<file path="config.mk">
export PLATFORM = sky130hd
export DESIGN_NAME = pixel_point_engine_flat
export DESIGN_NICKNAME = d
export VERILOG_FILES = /design/src/rtl/pixel_pkg.sv /design/src/rtl/pixel_point_engine_if.sv /design/src/rtl/pixel_point_op.sv /design/src/rtl/pixel_point_engine.sv /design/src/flat_wrapper.sv
export SDC_FILE = /design/constraint.sdc
export NUM_CORES = 1
export LEC_CHECK = 0
export BUFFER_PORTS_ARGS = -buffer_cell sky130_fd_sc_hd__buf_4
export CAP_MARGIN = 10
export CORE_MARGIN = 2
export CORE_UTILIZATION = 40
export DETAILED_ROUTE_END_ITERATION = 12
export GPL_ROUTABILITY_DRIVEN = 0
export SKIP_CTS_REPAIR_TIMING = 1
export SYNTH_ARGS = -nofsm -noshare
export SYNTH_HDL_FRONTEND = slang
export SYNTH_SLANG_ARGS = --single-unit
</file>
<file path="constraint.sdc">
create_clock -name HCLK -period 3.8 [get_ports HCLK]
set_clock_uncertainty 0.1 [all_clocks]
set_input_delay 0.57 -clock HCLK [delete_from_list [all_inputs] [get_ports HCLK]]
set_output_delay 0.57 -clock HCLK [all_outputs]
set_load 0.05 [all_outputs]
</file>
<file path="src/rtl/pixel_pkg.sv">
// Shared definitions for the pixel point-operation engine: operation codes,
// op-select width and the default {r,g,b} pixel layout.
package pixel_pkg;

   localparam int PIX_DW = 8;
   localparam int MODE_W = 3;

   typedef enum logic [MODE_W-1:0] {
      MODE_PASS   = 3'd0,
      MODE_ADD    = 3'd1,
      MODE_SUB    = 3'd2,
      MODE_INV    = 3'd3,
      MODE_THRESH = 3'd4
   } mode_e;

   // Packed so that r sits in the MSBs and b in the LSBs, matching the stream packing.
   typedef struct packed {
      logic [PIX_DW-1:0] r;
      logic [PIX_DW-1:0] g;
      logic [PIX_DW-1:0] b;
   } pixel_t;

endpackage

</file>
<file path="src/rtl/pixel_point_engine_if.sv">
// Input and output stream signals of the pixel point engine.
// slave: the engine side; master: the source/sink environment side.
interface pixel_point_engine_if #(
   parameter int PIX_PER_CLK = 2,
   parameter int DW          = 8
);
   localparam int BW = 3 * DW * PIX_PER_CLK;

   logic          s_valid;
   logic          s_ready;
   logic [BW-1:0] s_data;
   logic          m_valid;
   logic          m_ready;
   logic [BW-1:0] m_data;
   logic          m_sof;
   logic          m_eol;

   modport slave (
      input  s_valid, s_data, m_ready,
      output s_ready, m_valid, m_data, m_sof, m_eol
   );

   modport master (
      output s_valid, s_data, m_ready,
      input  s_ready, m_valid, m_data, m_sof, m_eol
   );
endinterface

</file>
<file path="src/rtl/pixel_point_op.sv">
// Combinational point operation on one {R,G,B} pixel.
// Optional feature macro: PIXEL_THRESHOLD_EN (mode 4 becomes a luminance
// threshold; without it mode 4 passes the pixel and no threshold logic exists).
module pixel_point_op
   import pixel_pkg::*;
#(
   parameter int DW = PIX_DW
) (
   input  logic [MODE_W-1:0] mode,
   input  logic [DW-1:0]     value,
   input  logic [3*DW-1:0]   pix_in,
   output logic [3*DW-1:0]   pix_out
);

   function automatic logic [DW-1:0] sat_add(input logic [DW-1:0] x, input logic [DW-1:0] v);
      logic [DW:0] s;
      s = {1'b0, x} + {1'b0, v};
      return s[DW] ? {DW{1'b1}} : s[DW-1:0];
   endfunction

   function automatic logic [DW-1:0] sat_sub(input logic [DW-1:0] x, input logic [DW-1:0] v);
      return (x > v) ? (x - v) : '0;
   endfunction

   logic [DW-1:0] r, g, b;
   assign {r, g, b} = pix_in;

`ifdef PIXEL_THRESHOLD_EN
   // Compare R+G+B against 3*v instead of dividing the sum by three.
   logic [DW+1:0] sum;
   logic [DW+1:0] thr;
   logic          hit;
   assign sum = {2'b00, r} + {2'b00, g} + {2'b00, b};
   assign thr = {2'b00, value} + {1'b0, value, 1'b0};
   assign hit = (sum >= thr);
`endif

   // Apply the frame's operation to each channel; unused codes pass through.
   always_comb begin
      pix_out = pix_in;
      case (mode)
         MODE_ADD: pix_out = {sat_add(r, value), sat_add(g, value), sat_add(b, value)};
         MODE_SUB: pix_out = {sat_sub(r, value), sat_sub(g, value), sat_sub(b, value)};
         MODE_INV: pix_out = ~pix_in;
`ifdef PIXEL_THRESHOLD_EN
         MODE_THRESH: pix_out = hit ? {3*DW{1'b1}} : '0;
`endif
         default:  pix_out = pix_in;
      endcase
   end

endmodule

</file>
<file path="src/rtl/pixel_point_engine.sv">
// Streaming point-operation engine: PIX_PER_CLK RGB pixels per beat, one
// operation per frame, 2-stage pipeline stalled as a whole on backpressure.
// Optional feature macro: PIXEL_THRESHOLD_EN (threshold op for mode 4).
module pixel_point_engine
   import pixel_pkg::*;
#(
   parameter int WIDTH       = 768,
   parameter int HEIGHT      = 512,
   parameter int PIX_PER_CLK = 2,
   parameter int DW          = 8
) (
   input  logic              HCLK,
   input  logic              HRESET,
   input  logic [MODE_W-1:0] op_mode,
   input  logic [DW-1:0]     op_value,
   pixel_point_engine_if.slave bus,
   output logic              frame_done
);

   localparam int COLS  = WIDTH / PIX_PER_CLK;
   localparam int COL_W = (COLS > 1) ? $clog2(COLS) : 1;
   localparam int ROW_W = (HEIGHT > 1) ? $clog2(HEIGHT) : 1;
   localparam int PW    = 3 * DW;
   localparam int BW    = PW * PIX_PER_CLK;

   logic [COL_W-1:0]  col;
   logic [ROW_W-1:0]  row;
   logic [MODE_W-1:0] mode_q;
   logic [DW-1:0]     val_q;

   logic en, s_ready_i, xfer;
   logic sof_in, eol_in, eof_in;
   logic [MODE_W-1:0] mode_in;
   logic [DW-1:0]     val_in;

   logic              vld_p1, sof_p1, eol_p1, eof_p1;
   logic [MODE_W-1:0] mode_p1;
   logic [DW-1:0]     val_p1;
   logic [BW-1:0]     data_p1;
   logic [BW-1:0]     op_res;

   logic              vld_p2, sof_p2, eol_p2, eof_p2;
   logic [BW-1:0]     data_p2;

   assign en        = !vld_p2 || bus.m_ready;
   assign s_ready_i = en && !HRESET;
   assign xfer      = bus.s_valid && s_ready_i;

   assign sof_in = (col == '0) && (row == '0);
   assign eol_in = (col == COL_W'(COLS - 1));
   assign eof_in = eol_in && (row == ROW_W'(HEIGHT - 1));

   // The frame-start beat must already use the mode presented with it.
   assign mode_in = sof_in ? op_mode  : mode_q;
   assign val_in  = sof_in ? op_value : val_q;

   // Position counters and per-frame operation registers, advanced on input transfers.
   always_ff @(posedge HCLK) begin
      if (HRESET) begin
         col    <= '0;
         row    <= '0;
         mode_q <= MODE_PASS;
         val_q  <= '0;
      end else if (xfer) begin
         if (sof_in) begin
            mode_q <= op_mode;
            val_q  <= op_value;
         end
         if (eol_in) begin
            col <= '0;
            row <= eof_in ? '0 : row + 1'b1;
         end else begin
            col <= col + 1'b1;
         end
      end
   end

   // ---- stage 1: register accepted beat, its flags and its operation ----
   // Control side of stage 1; a bubble loads vld_p1=0.
   always_ff @(posedge HCLK) begin
      if (HRESET) begin
         vld_p1  <= 1'b0;
         sof_p1  <= 1'b0;
         eol_p1  <= 1'b0;
         eof_p1  <= 1'b0;
         mode_p1 <= MODE_PASS;
         val_p1  <= '0;
      end else if (en) begin
         vld_p1  <= xfer;
         sof_p1  <= sof_in;
         eol_p1  <= eol_in;
         eof_p1  <= eof_in;
         mode_p1 <= mode_in;
         val_p1  <= val_in;
      end
   end

   // Stage-1 pixel data; qualified by vld_p1 so it needs no reset.
   always_ff @(posedge HCLK) begin
      if (en) data_p1 <= bus.s_data;
   end

   for (genvar p = 0; p < PIX_PER_CLK; p++) begin : g_op
      pixel_point_op #(.DW(DW)) u_op (
         .mode    (mode_p1),
         .value   (val_p1),
         .pix_in  (data_p1[p*PW +: PW]),
         .pix_out (op_res[p*PW +: PW])
      );
   end

   // ---- stage 2: register op result; holds while the sink stalls ----
   // Output register; markers are gated by the beat's valid so bubbles never carry flags.
   always_ff @(posedge HCLK) begin
      if (HRESET) begin
         vld_p2  <= 1'b0;
         sof_p2  <= 1'b0;
         eol_p2  <= 1'b0;
         eof_p2  <= 1'b0;
         data_p2 <= '0;
      end else if (en) begin
         vld_p2  <= vld_p1;
         sof_p2  <= vld_p1 && sof_p1;
         eol_p2  <= vld_p1 && eol_p1;
         eof_p2  <= vld_p1 && eof_p1;
         data_p2 <= op_res;
      end
   end

   // Pulse one cycle after the last beat of the frame leaves the engine.
   always_ff @(posedge HCLK) begin
      if (HRESET) frame_done <= 1'b0;
      else        frame_done <= vld_p2 && bus.m_ready && eof_p2;
   end

   assign bus.s_ready = s_ready_i;
   assign bus.m_valid = vld_p2;
   assign bus.m_data  = data_p2;
   assign bus.m_sof   = sof_p2;
   assign bus.m_eol   = eol_p2;

endmodule

</file>
<file path="src/flat_wrapper.sv">
// flat-port wrapper written by rule: the top's interface ports become plain ports
module pixel_point_engine_flat import pixel_pkg::*;
#(
   parameter int WIDTH       = 768,
   parameter int HEIGHT      = 512,
   parameter int PIX_PER_CLK = 2,
   parameter int DW          = 8
)
  (HCLK, HRESET, op_mode, op_value, frame_done, bus_s_valid, bus_s_data, bus_m_ready, bus_s_ready, bus_m_valid, bus_m_data, bus_m_sof, bus_m_eol);
  pixel_point_engine_if #(.PIX_PER_CLK(PIX_PER_CLK), .DW(DW)) bus_i ();
  input  logic HCLK;
  input  logic HRESET;
  input  logic [MODE_W-1:0] op_mode;
  input  logic [DW-1:0] op_value;
  output logic frame_done;
  input wire logic [$bits(bus_i.s_valid)-1:0] bus_s_valid;
  input wire logic [$bits(bus_i.s_data)-1:0] bus_s_data;
  input wire logic [$bits(bus_i.m_ready)-1:0] bus_m_ready;
  output wire logic [$bits(bus_i.s_ready)-1:0] bus_s_ready;
  output wire logic [$bits(bus_i.m_valid)-1:0] bus_m_valid;
  output wire logic [$bits(bus_i.m_data)-1:0] bus_m_data;
  output wire logic [$bits(bus_i.m_sof)-1:0] bus_m_sof;
  output wire logic [$bits(bus_i.m_eol)-1:0] bus_m_eol;
  assign bus_i.s_valid = bus_s_valid;
  assign bus_i.s_data = bus_s_data;
  assign bus_i.m_ready = bus_m_ready;
  assign bus_s_ready = bus_i.s_ready;
  assign bus_m_valid = bus_i.m_valid;
  assign bus_m_data = bus_i.m_data;
  assign bus_m_sof = bus_i.m_sof;
  assign bus_m_eol = bus_i.m_eol;
  pixel_point_engine #(.WIDTH(WIDTH), .HEIGHT(HEIGHT), .PIX_PER_CLK(PIX_PER_CLK), .DW(DW)) u_core (.HCLK(HCLK), .HRESET(HRESET), .op_mode(op_mode), .op_value(op_value), .bus(bus_i), .frame_done(frame_done));
endmodule
</file>
# Yosys cells after proc, flatten, opt, wreduce, memory -nomap -nowiden
# Index checks and enable logic that the tools add are counted.
[word_totals] ff_bits=145 out_inout_bits=53 word_cells=77
[op_classes] addsub=14 n_lt_le_gt_ge=6 eq_ne=5 n_bitwise=2 mux=18 n_reduce_logical=15
[op_table] op="case mux 24 bit (3 select lines)" count=2
[op_table] op="2-to-1 mux 8 bit" count=13
[op_table] op="adder 8 x 8 -> 9 bit" count=6
[op_table] op="greater-than comparator 8 bit" count=6
[op_table] op="inverter 24 bit" count=2
[op_table] op="subtractor 8 bit" count=6
[op_table] op="adder 9 x 1 -> 9 bit, second input constant" count=2
[op_table] op="equality test 9 bit, second input constant" count=2
[op_table] op="logical NOT 9 bit" count=2
[op_table] op="2-to-1 mux 9 bit" count=2
[op_table] op="logical AND 1 bit" count=9
[op_table] op="equality test 3 x 2 -> 1 bit, second input constant" count=2
[op_table] op="equality test 3 x 1 -> 1 bit, second input constant" count=1
[op_table] op="2-to-1 mux 3 bit" count=1
[op_table] op="logical NOT 1 bit" count=2
[op_table] op="AND reduction 2 bit" count=1
[op_table] op="logical OR 1 bit" count=1

# Depth between registers and ports, before layout
[depth] depth_word=5 depth_mapped=11 ltp_nobuf=10

# Modules after synthesis
# From an unflattened synthesis, not the netlist that was laid out.
[hier_totals] cells_unflattened=1279 hier_area_um2=10720.3
[modules_own_cells] mod="pixel_point_engine" seq_area_each_um2=3383.2 area_per_inst_um2=5271.3 cells_per_inst=498 n_inst=1
[modules_own_cells] mod="pixel_point_op (u_core.g_op[0].u_op)" seq_area_each_um2=0.0 area_per_inst_um2=2748.9 cells_per_inst=402 n_inst=1
[modules_own_cells] mod="pixel_point_op (u_core.g_op[1].u_op)" seq_area_each_um2=0.0 area_per_inst_um2=2700.1 cells_per_inst=379 n_inst=1

# Least setup slack after synthesis
# Ideal clock, no wire load.
[synth_timing] path_type="register to register" start="register u_core.vld_p2, in the netlist u_core.bus.m_valid" end="register u_core.data_p2[29], in the netlist u_core.bus.m_data[29]" stages_incl_launch_ff=6 t_arrival_ns=2.830 synth_period_minus_slack_ns=3.167 path_slack_ns=0.633 setup_ns=0.237 n_path_buf=2 t_required_ns=3.463 cell_sequence="dfxtp_1 nor2b_1 inv_1 clkbuf_1 clkbuf_1 a41oi_1"
[synth_between] elab_chain_len=2
[synth_rtl] item="start, declared" line="pixel_point_engine.sv:42" text="logic vld_p2, sof_p2, eol_p2, eof_p2;"
[synth_rtl] item="start signal, assigned" line="pixel_point_engine.sv:122" text="vld_p2 <= vld_p1;"
[synth_rtl] item="logical NOT 1 bit" line="pixel_point_engine.sv:45" text="assign en = !vld_p2 || bus.m_ready;"
[synth_rtl] item="logical OR 1 bit" line="pixel_point_engine.sv:45"
[synth_rtl] item="end signal, assigned" line="pixel_point_engine.sv:126" text="data_p2 <= op_res;"
[synth_rtl] item="end, declared" line="pixel_point_engine.sv:43" text="logic [BW-1:0] data_p2;"
# Every way passes these cells.
# A chain may end at the register's enable or synchronous reset.

# Final worst setup path
[layout_timing] start="register u_core.val_p1[2]" end="register u_core.data_p2[2], in the netlist u_core.bus.m_data[2]"
[layout_between] elab_chain_len=3 word_cells_on_any_way=6 cone_classes="2 x add/sub; 1 x order compare; 3 x mux"
[layout_rtl] item="start, declared" line="pixel_point_engine.sv:38" text="logic [DW-1:0] val_p1;"
[layout_rtl] item="start signal, assigned" line="pixel_point_engine.sv:94" text="val_p1 <= val_in;"
[layout_rtl] item="subtractor 8 bit, or another cell as far along" line="pixel_point_op.sv:22" text="return (x > v) ? (x - v) : '0;"
[layout_rtl] item="2-to-1 mux 8 bit (on tied branches)" line="pixel_point_op.sv:22, pixel_point_op.sv:18"
[layout_rtl] item="case mux 24 bit (3 select lines) *" line="pixel_point_op.sv:41" text="case (mode)"
# Every way passes the cells marked *; elsewhere a longest branch is shown, timed or not.

==> summary.txt <==
Worst setup path
  • CP Launch Point: u_core.val_p1[2]$_SDFFE_PP0N_
  • R2R depth: 8
  • Crit Reg-Reg Endpoint: u_core.bus.m_data[2]$_SDFFE_PP0N_
  • Classification of the worst setup path: reg -> reg
  • Max incr delay on CP: 0.73 ns
  • WP data arrival: 3.68 ns
  • Slowest cell on crit path: dfxtp_1
  • Worst r2r src: u_core.val_p1[2]$_SDFFE_PP0N_
  • Critical path depth in cells: 8
  • Crit-path cells: inv_1, ha_1, nor2b_1, o21ai_0, a21o_1, a21oi_2, a221oi_1, a2111oi_2
  • Worst path bufs/invs: 1
  • Worst EP required: 4.03 ns
  • Worst Setup End Kind: register
  • Startpoint types: register
  • CP Max Fanout: 9
  • CP Capture Point: u_core.bus.m_data[2]$_SDFFE_PP0N_
  • Delay-heaviest family, CP: compound AO/OA/AOI/OAI gates
  • Reg2reg setup slack: 0.35 ns

Timing
  • Min Tclk post-route: 3.45 ns
  • Setup violators final: 0
  • Hold Fails Final Rpt: 0
  • Relative slew slack: 36.9%
  • Final Max Tran Viols: 0
  • Fmax: 290 MHz
  • Worst-margin pin slew: 0.947 ns
  • TNS Setup: 0 ns
  • Worst hold slack: 0.203 ns
  • Final period utilization: 90.7%
  • RSZ-0062 raised after global routing: false

Floorplan
  • Initial Utilization: 40.9%
  • Area of the core: 26200 um2
  • Num ports: 116
  • Die X: 168 um
  • FP Rows: 59
  • Chip height: 168 um
  • Die area: 28100 um2

CTS
  • Clock buffer depth: 2
  • CTS root buffer: clkbuf_16
  • Clock latency at the later pin of the worst-skew pair: 0.44 ns
  • Max H-tree Level: 4
  • CTS Sinks: 145
  • CTS tree: done
  • Clk slew on worst S/H paths: 0.07 ns
  • Clock buffer count from CTS: 17

Detailed routing
  • Via/cell ratio: 5.86
  • Post-DRT Antenna Nets: 0
  • DRT iter0 DRCs: 855
  • Remaining routing DRC violations: 0
  • Max Used Layer: met4
  • Met2 WL: 16100 um
  • Total number of vias: 9916
  • First-pass DRT Iterations: 8
  • WL per Instance: 20.5 um
  • Routed WL: 34700 um
  • Met3 WL: 2310 um
  • Met1 Routed Length: 15200 um

Yosys
  • Post-Synth XOR/XNOR Area: 3.60%
  • Sequential area share after synthesis: 31.6%
  • Synthesized area: 10700 um2
  • Post-synth top cells: nor2_1 (115), ha_1 (101), dfxtp_1 (97), nand2_1 (97), o21ai_0 (90)
  • Post-synth EDFFs: 48
  • Count leader, synth: nor2_1
  • Top cells by area, synth: dfxtp_1 (18%), edfxtp_1 (13%), ha_1 (12%), o21ai_0 (4.2%), nor2_1 (4.0%)
  • Post-synthesis net count: 1433
  • Mean Syn Cell Area: 8.52 um2
  • Compound-Gate Fraction of Synth Area: 25.1%
  • Main combinational cell family by area after synthesis: compound AO/OA/AOI/OAI gates
  • Post-synthesis adder-cell area fraction: 14.0%
  • Top cell type's share of synthesized area: 18.1%
  • Synth Register Bits: 145
  • Mux share of post-synthesis cell area: 1.41%
  • Mapped Cells: 1257
  • Synth unique cells: 87
  • Post-Synth Simple-Gate Area: 18.8%
  • Post-synth ARST share: 0%
  • Cell taking the most area after synthesis: dfxtp_1
  • Post-synth top flop: dfxtp_1
  • Synth warn: 0

Job
  • Max Cap Viol: 0

Pwr
  • Leak: 5.15 nW
  • Seq pwr share: 33.6%
  • Internal Pwr Total: 0.00346 W
  • Power per cell area: 455 nW/um2
  • Sw Share: 38.9%
  • Sw Pwr: 0.00221 W
  • Combinational Power Share: 35.2%
  • Clock share of power: 31.2%
  • Worst VDD drop: 0.242 mV

Global route
  • First-pass GRT wire length: 53400 um
  • GRT overflow: 0
  • Largest net degree at the start of global routing: 82
  • Initial antenna violation count: 0
  • All-layer global routing usage: 24.6%
  • Vias in the first global route: 9547

Place
  • DP Cell Count: 1659
  • PortBufs: 115
  • Post-DP HPWL: 24200 um

Layout
  • Fin nets: 1519
  • FILL cells: 2516
  • Final cell count without fillers: 1691
  • Area occupied by multi-input gates: 6760 um2
  • Share of layout cells above drive strength 1: 14.6%
  • Syn-to-layout area delta: 16.3%
  • Final Util: 47.6%
  • Seq. cell area: 3380 um2
  • Ant diodes: 0

Hold path
  • HP Class: in -> reg

Outcome
  • Status: finished clean
-- cell usage in the layout (no fill, tap or decap), drive strengths merged, types with 5 or more instances in the layout --
cell,netlist,layout
o31ai,8,8
a21oi,84,84
a211oi,34,34
xnor2,24,24
o211ai,22,22
edfxtp,48,48
nor2b,28,28
or2,5,5
a31oi,12,12
nor3,30,30
inv,70,82
a21o,12,12
dfxtp,97,97
nand3,13,13
nor3b,6,6
or3,18,18
a311oi,9,9
mux2i,14,14
and3,7,7
nor2,118,118
nand4,17,17
xor2,20,20
buf,25,138
nor4,5,5
o2111ai,5,5
ha,101,101
o21a,17,17
o31a,5,5
a221oi,11,11
nand2b,40,40
o21bai,13,13
nand2,97,97
o22ai,5,5
o21ai,93,93
a2111oi,5,5
nand3b,10,10
fa,12,12
clkbuf,46,18
o221ai,6,6
-- cell type report --
type                    count  area share (%)
clock buffers              18            3.61
clock inverters            14            1.22
flip-flops and latches    145            27.1
inverters                  70            2.13
repair buffers            138            8.31
multi-input cells         971            54.2
well taps                 335            3.36
-- per-layer routing --
layer | global-route usage [%] | vias up
met1 | 32.4 | 4705
li1 | - | 4764
met3 | 4.09 | 66
met2 | 40.4 | 381
met4 | 9.45 | 0
met5 | 0 | -
-- power groups by stage --
stage | logic [W] | registers (W) | clock network (W)
floorplan | 0.00115 | 0.00216 | 0
global placement | 0.00195 | 0.00193 | 0
detailed placement | 0.00196 | 0.00194 | 0
CTS | 0.00197 | 0.00190 | 0.00181
global route | 0.00216 | 0.00192 | 0.00187
finish | 0.00199 | 0.00191 | 0.00177
-- cells by family (layout without fill, tap and decap cells) --
| logic type | after synthesis | in the layout |
|---|---|---|
| AOI/OAI and AO/OA | 394 | 394 |
| xor gates and xnor gates | 44 | 44 |
| buffers and inverters | 141 | 240 |
| DFF | 145 | 145 |
| adders and majority gates | 113 | 113 |
| and+or+nand+nor | 405 | 405 |
| muxes | 15 | 15 |
-- stage by stage --
step                      instance area (um2)  worst slack, ns  total power [W]
after floorplan                         10700            0.633          0.00331
after global placement                  11900            0.509          0.00389
after detailed placement                11900            0.409          0.00390
after CTS                               12500            0.392          0.00569
after global routing                    12500            0.191          0.00595
final                                   12500            0.355          0.00567
-- how the worst min path moves through the flow --
| stage | from | to | slack (ns) | depth (start not counted) |
|---|---|---|---|---|
| 2_1_floorplan | u_core.eof_p2$_SDFFE_PP0N_ | u_core.eof_p2$_SDFFE_PP0N_ | 0.33 | 2 |
| 3_3_place_gp | u_core.bus.m_data[43]$_SDFFE_PP0N_ | u_core.bus.m_data[43]$_SDFFE_PP0N_ | 0.34 | 2 |
| 3_5_place_dp | u_core.bus.m_sof$_SDFFE_PP0N_ | u_core.bus.m_sof$_SDFFE_PP0N_ | 0.35 | 2 |
| 4_1_cts | bus_s_data[47] | u_core.data_p1[47]$_DFFE_PN_ | 0.19 | 1 |
| 5_1_grt | bus_s_data[27] | u_core.data_p1[27]$_DFFE_PN_ | 0.19 | 1 |
| 6_report | bus_s_data[47] | u_core.data_p1[47]$_DFFE_PN_ | 0.20 | 1 |
-- sequential cells by signal, indices dropped and copies added (netlist names) --
signal / flops
u_core.eof_p2: 1
u_core.eol_p1: 1
u_core.val_p1: 8
u_core.bus.m_eol: 1
u_core.bus.m_sof: 1
u_core.col: 9
u_core.val_q: 8
u_core.frame_done: 1
u_core.vld_p1: 1
u_core.row: 9
u_core.mode_p1: 3
u_core.eof_p1: 1
u_core.bus.m_data: 48
u_core.sof_p1: 1
u_core.mode_q: 3
u_core.bus.m_valid: 1
u_core.data_p1: 48
Power figures use the tool's default switching activity.
